## src/rtl/sha256_msg_schedule.sv

```systemverilog
// SHA-256 message schedule: loads a 512-bit block and streams W0..W63, one per
// cycle, while holding the external round counter in reset outside of a run.
module sha256_msg_schedule #(
    parameter int WORD_W = 32,
    parameter int ROUNDS = 64
) (
    input  logic                     clock_i,
    input  logic                     reset_i,
    input  logic                     start_i,
    input  logic [16*WORD_W-1:0]     block_in_i,
    input  logic [5:0]               round_i,
    output logic                     count_reset_o,
    output logic [WORD_W-1:0]        w_out_o,
    output logic                     w_valid_o,
    output logic                     busy_o,
    output logic                     done_o,
    output logic                     sync_err_o
);

    localparam logic [1:0] ST_IDLE = 2'd0;
    localparam logic [1:0] ST_RUN  = 2'd1;
    localparam logic [1:0] ST_DONE = 2'd2;
    localparam logic [5:0] T_LAST  = 6'(ROUNDS - 1);

    logic [1:0]              state_q, state_d;
    logic [15:0][WORD_W-1:0] win_q, win_d;
    logic [5:0]              t_q, t_d;
    logic                    cr_q, cr_d;
    logic                    se_q, se_d;

    function automatic logic [31:0] ssig0(input logic [31:0] x);
        return {x[6:0], x[31:7]} ^ {x[17:0], x[31:18]} ^ (x >> 3);
    endfunction

    function automatic logic [31:0] ssig1(input logic [31:0] x);
        return {x[16:0], x[31:17]} ^ {x[18:0], x[31:19]} ^ (x >> 10);
    endfunction

    always_comb begin
        state_d = state_q;
        win_d   = win_q;
        t_d     = t_q;
        cr_d    = cr_q;
        se_d    = se_q;
        case (state_q)
            ST_IDLE: begin
                cr_d = 1'b1;
                if (start_i) begin
                    // W0 sits in the top word of the block and lands at the window head
                    for (int i = 0; i < 16; i++)
                        win_d[i] = block_in_i[WORD_W*(15-i) +: WORD_W];
                    t_d     = '0;
                    cr_d    = 1'b0;
                    state_d = ST_RUN;
                end
            end
            ST_RUN: begin
                for (int i = 0; i < 15; i++)
                    win_d[i] = win_q[i+1];
                win_d[15] = ssig1(win_q[14]) + win_q[9] + ssig0(win_q[1]) + win_q[0];
                t_d = t_q + 6'd1;
                if (round_i != t_q)
                    se_d = 1'b1;
                // Reassert the counter reset on the last round so it cannot wrap into a second pass
                if (t_q == T_LAST) begin
                    cr_d    = 1'b1;
                    state_d = ST_DONE;
                end
            end
            ST_DONE: begin
                cr_d    = 1'b1;
                state_d = ST_IDLE;
            end
            default: begin
                cr_d    = 1'b1;
                state_d = ST_IDLE;
            end
        endcase
    end

    always_ff @(posedge clock_i) begin
        if (reset_i) begin
            state_q <= ST_IDLE;
            win_q   <= '0;
            t_q     <= '0;
            cr_q    <= 1'b1;
            se_q    <= 1'b0;
        end else begin
            state_q <= state_d;
            win_q   <= win_d;
            t_q     <= t_d;
            cr_q    <= cr_d;
            se_q    <= se_d;
        end
    end

    assign count_reset_o = cr_q;
    assign w_valid_o     = (state_q == ST_RUN);
    assign busy_o        = (state_q == ST_RUN);
    assign done_o        = (state_q == ST_DONE);
    assign sync_err_o    = se_q;
    assign w_out_o       = (state_q == ST_RUN) ? win_q[0] : '0;

endmodule

```

## config.mk

```make
export PLATFORM = sky130hd
export DESIGN_NAME = sha256_msg_schedule
export DESIGN_NICKNAME = d
export VERILOG_FILES = /design/src/rtl/sha256_msg_schedule.sv
export SDC_FILE = /design/constraint.sdc
export NUM_CORES = 2
export LEC_CHECK = 0
export CORE_MARGIN = 3
export CORE_UTILIZATION = 41
export CTS_CLUSTER_DIAMETER = 50
export DETAILED_ROUTE_END_ITERATION = 7
export DONT_BUFFER_PORTS = 1
export GPL_TIMING_DRIVEN = 0
export PLACE_DENSITY = 0.61
export SLEW_MARGIN = 20
export SYNTH_ARGS = -nofsm -noshare
export SYNTH_HDL_FRONTEND = slang
export SYNTH_SLANG_ARGS = --single-unit
```

## constraint.sdc

```tcl
create_clock -name clock_i -period 3.41 [get_ports clock_i]
set_input_delay 0.1705 -clock clock_i [delete_from_list [all_inputs] [get_ports clock_i]]
set_output_delay 0.1705 -clock clock_i [all_outputs]
set_load 0.005 [all_outputs]
```

-- Word level (Yosys, flattened, before mapping)
Index checks and enable logic that the tools add are counted.
- flip-flop bits (word level): 522
- bits of input ports: 521
- output and inout bits: 37
- logic and storage cells: 50
- add/subtract/negate cells: 4
- equal/unequal tests: 6
- muxes and demuxes: 11
- bitwise logic cells: 4
- reductions and logical operators: 5
- operators with widths (cell ; number):
    $pmux 512 s2 ; 1
    $mux 512 ; 1
    $add 32x32->32 ; 3
    $xor 32x32->32 ; 2
    $mux 32 ; 1
    $xor 32x22->32 ; 1
    $xor 32x29->32 ; 1
    $pmux 6 s2 ; 1
    $add 6x1->6 const B ; 1
    $eq 6x6->1 const B ; 1
    $mux 6 ; 1
    $ne 6x6->1 ; 1
    $reduce_and 2->1 ; 3
    $mux 2 ; 2
    $pmux 2 s2 ; 1
    $eq 2x1->1 const B ; 1
    $eq 2x2->1 const B ; 1
    $logic_not 2->1 ; 1
    $mux 1 ; 2
    $ne 2x1->1 const B ; 1
    $ne 2x2->1 const B ; 1
    $pmux 1 s2 ; 1
    $reduce_bool 2->1 ; 1

-- Longest topological paths before layout
- word-level depth: 6
- depth in mapped cells: 17
- mapped depth without buffers: 16

-- Worst setup path after synthesis
Ideal clock, no wire load.
- path type: reg-to-reg
- from: register win_q[466] (netlist name)
- to: register win_q[501] (netlist name)
- arrival: 3.629 ns
- required time: 3.295 ns
- path slack: -0.333 ns
- cell stages (with the launch flop): 17
- path buffers: 1
- period minus slack after synthesis: 3.743 ns
- cells stage by stage: dfxtp_1 clkbuf_1 xor2_1 xnor2_1 fa_1 fa_1 inv_1 ha_1 inv_1 fa_1 and2b_4 o2111a_1 o2111ai_1 nand2_1 a21oi_1 xor2_1 a2111oi_0
- cells in the longest elaborated chain, start to end: 6
- ends and longest elaborated chain (what ; line ; RTL):
    from (decl) ; 26 ; logic [15:0][WORD_W-1:0] win_q, win_d;
    from (signal assigned) ; 90 ; win_q <= win_d;
    $xor 32x32->32 ; 36 ; return {x[16:0], x[31:17]} ^ {x[18:0], x[31:19]} ^ (x >> 10);
    $xor 32x22->32 (*) ; 36 ;
    $add 32x32->32 (*) (3 in a row) ; 60 ; win_d[15] = ssig1(win_q[14]) + win_q[9] + ssig0(win_q[1]) + win_q[0];
    $pmux 512 s2 (*) ; 45 ; case (state_q)
Mark *: on every way between the ends. The rest lies on a longest branch, timed or not.
A chain may end at the register's enable or synchronous reset.

-- Final worst setup path
- from: register win_q[465] (netlist name)
- to: register win_q[499] (netlist name)
Same word-level chain as after synthesis.

==> results.toml <==
[finish]
final-seq-area_um2 = 10520
area_growth_pct = 36.74
instances_no_fill = 5069
fillers = 5984
final_layout_size_suffix_gt1_share_pct = 8.290
nets = 4746
multi_input_area_um2 = 15570

[timing]
min_period_ns = 3.896
whs_ns = 0.1220
drv_slew = 0
fmax_ghz = 0.2567
final.period_utilization_pct = 114.2
maxSlewHeadroom_pct = 28.96
finalHoldViolations = 0
timing.final.ws_setup_ns = -0.4855
setup_viol = 26
rsz0062_at_grt = "true"
fin_setup_tns_ns = -8.002
finClkSkew_ns = 0.04875
tightest_slew_ns = 1.066

[floorplanning]
die_w_um = 262.3
die_h_um = 262.3
die_area_um2 = 68780
floorplan.initialDensity_pct = 41.62
rows = 93
ios = 558
core_um2 = 64700

[clocking]
cts_buffer_depth = 3
cts_tree = "done"
cts_made_buffers = 68
clock_latency_ns = 0.63
cts.sinks = 522
htree_levels = 3
root_buffer = "clkbuf_16"
clk_pin_slew_ns = 0.06

[worst_setup_path]
arrival_ns = 4.36
cp.required_ns = 3.87
cp_slowest_stage_delay_ns = 0.52
worstPathCellList = "xnor2_1, xnor2_1, fa_1, inv_1, fa_1, inv_1, ha_2, inv_2, fa_2, and2b_4, o2111a_2, o21ai_4, buf_4, a21oi_2, nor2_1, xor2_1, a211oi_1"
worst_setup_path_start_kind = "register"
path_class = "reg -> reg"
worstSetupEndpointType = "register"
r2r_start = "win_q[465]"
cp_max_fo = 5
crit_slowest_cell = "dfxtp_2"
r2r-end = "win_q[499]"
r2r_setup_slack_ns = -0.49
reg2regPathDepth = 17
cp-startpoint = "win_q[465]"
cp-endpoint = "win_q[499]"

[status]
violations = "setup timing"
status = "complete, but fails checks"

[global_routing]
busiest_layer = "met2"
grt_overflow_total = 0
use_met3_pct = 7.840
grt_max_degree = 14
grtUsageTotal_pct = 34.28
grt_pass1_wl_um = 180400
grt_pass1_vias = 28890
grt_antenna_before_repair = 31
met2_usage_pct = 53.84
grtUsageMet1_pct = 45.15

[route]
first_pass_iters = 7
vias = 29750
routed_wl_um = 124700
drc = 0
vias_per_cell = 5.869
antenna_left = 0
routedWlPerCell_um = 24.59
drtIter0Drc = 3109

[place]
dpl.hpwl_um = 93180
gp_congestion = 0.9743
portBuffers = 0
placed_cells = 4383

[pwr]
power_density_nw_per_um2 = 794.9
p_leak_nw = 14.44
vdd_ir_drop_max_v = 0.0006300

[yosys]
synth-edff-count = 0
synth-compound-area-share_pct = 19.82
ys_seq_area_share_pct = 38.81
ys.warnings.count = 0
ys.flop_type = "dfxtp_1"
synthArstFlopShare_pct = 0
synth_nets = 4143
synthesis.area_um2 = 26930
synthDistinctLibCells = 60
syn_area_per_cell_um2 = 7.632
yosys.area_share.simple_pct = 23.49
synth_top_family_by_area = "simple AND/OR/NAND/NOR gates"
synth_adder_area_share_pct = 6.097
synth_cells = 3528
synth.ff_latch_count = 522
synth-xor-area-share_pct = 4.944
muxShareOfSynthArea_pct = 0.03717

[run]
drv_cap = 0

[hold_path]
hp-class = "in -> reg"
## metrics by stage
step	area (µm²)	power, mW	setup WS [ns]	utilization [%]
finish	36820	29.27	-0.4855	56.91
global route	36810	30.53	-0.5698	56.90
CTS	36130	27.45	-0.4689	55.84
detailed placement	28070	18.21	-0.9477	43.39
global placement	28070	18.17	-0.8785	43.38
floorplan	27000	14.87	-0.1948	-
## cell families after synthesis
| kind of cell | count (synthesis) |
|---|---|
| XOR/XNOR | 152 |
| multiplexers | 1 |
| AO/OA/AOI/OAI | 639 |
| flip-flops | 522 |
| buffers and inverters | 478 |
| AND/OR/NAND/NOR | 1642 |
| adder cells (fa/ha/maj) | 94 |
## layout by cell type (no fill, tap or decap), types with 7 or more instances in the layout
cell and instances:
nand4_1 8, a211oi_2 9, diode_2 28, clkinvlp_4 8, a21oi_2 11, xnor2_2 25, dfxtp_1 493, a21o_1 15
inv_6 9, ha_1 19, xor2_2 14, a21oi_4 7, nor3_1 18, clkbuf_16 69, a21oi_1 23, buf_1 26
ha_4 9, nor2_1 562, dfxtp_2 17, clkinv_2 7, buf_2 17, clkbuf_1 293, dlygate4sd3_1 515, a311oi_1 485
buf_4 36, dfxtp_4 12, xor2_1 45, inv_1 119, clkbuf_8 9, o21ai_0 16, nand3_1 10, nor2b_1 7
fa_1 61, xnor2_1 64, nand2_1 996, a2111oi_2 7, o22ai_1 7
## worst max-delay path, delay by kind of cell, from the launching register on
kind | cells | cell delay [ns]
flops | 1 | 0.52
fa+ha+maj | 4 | 1.30
simple gates | 2 | 0.34
compound gates | 4 | 0.62
buf+inv | 4 | 0.37
xor+xnor | 3 | 0.59
## registers in the layout (all words and copies together) (netlist names)
| register | flops |
|---|---|
| count_reset_o | 1 |
| state_q | 2 |
| sync_err_o | 1 |
| t_q | 6 |
| win_q | 512 |
## routing by layer
layer / routed length (µm) / part of all wire (%) / up-vias
li1: - / - / 13280
met1: 49990 / 40 / 14330
met2: 55670 / 45 / 1735
met3: 12410 / 10 / 403
met4: 6545 / 5.3 / 6
met5: 41 / 0.033 / -
## power by group
part	total (mW)	switching, mW	internal (mW)
sequential	7.69	0.746	6.94
combinational	14.2	8.40	5.76
clock	7.43	3.05	4.37
total	29.3	12.2	17.1
## Yosys cell counts (3+ instances only)
cell | n | area share (%)
nand2_1 | 1000 | 14
a2111oi_2 | 5 | 0.28
xor2_1 | 63 | 2.0
and3_1 | 4 | 0.093
o21ai_0 | 24 | 0.45
a221oi_1 | 6 | 0.20
o21bai_1 | 4 | 0.11
a31oi_1 | 6 | 0.14
nand3_1 | 13 | 0.24
a311oi_1 | 485 | 16
buf_2 | 18 | 0.33
and2_1 | 5 | 0.12
fa_1 | 62 | 4.6
nand4_1 | 8 | 0.19
clkbuf_1 | 303 | 4.2
buf_1 | 29 | 0.40
o22ai_1 | 8 | 0.19
nand2b_1 | 3 | 0.070
buf_4 | 3 | 0.084
a21oi_1 | 37 | 0.69
a21oi_2 | 4 | 0.13
inv_1 | 123 | 1.7
or3_1 | 4 | 0.093
a2111oi_0 | 4 | 0.13
nor3_1 | 22 | 0.41
xnor2_1 | 89 | 2.9
nor4_1 | 4 | 0.093
ha_1 | 32 | 1.5
dfxtp_1 | 522 | 39
nor2b_1 | 7 | 0.16
nor2_1 | 564 | 7.9
a21boi_0 | 3 | 0.084
a211oi_1 | 15 | 0.42
a21o_1 | 15 | 0.42
## final cells by class
cell class,count,area share (%)
clock buffer,89,5.111
clock inverter,36,1.200
antenna,28,0.1903
tap,855,2.906
inverter,124,1.264
timing repair buffer,554,14.88
multi-input combinational,2528,42.28
buffer,333,3.606
sequential,522,28.56
## how the worst min path moves through the flow
| stage | depth (start not counted) | end | from | slack, ns |
|---|---|---|---|---|
| 2_1_floorplan | 2 | win_q[507] | block_in_i[27] | 0.32 |
| 3_3_place_gp | 2 | win_q[87] | block_in_i[439] | 0.34 |
| 3_5_place_dp | 2 | win_q[116] | block_in_i[404] | 0.34 |
| 4_1_cts | 5 | win_q[493] | start_i | 0.1 |
| 5_1_grt | 5 | win_q[494] | start_i | 0.14 |
| 6_report | 5 | win_q[494] | start_i | 0.12 |
## repair_timing
item / in CTS / in global routing
buffers inserted: 13 / 26
setup endpoints to repair: 49 / 33
hold buffers: 515 / 0
resized for setup: 129 / 86
pin swaps: 52 / 60
endpoints found under the hold margin: 513 / 0
Power figures use the tool's default switching activity.
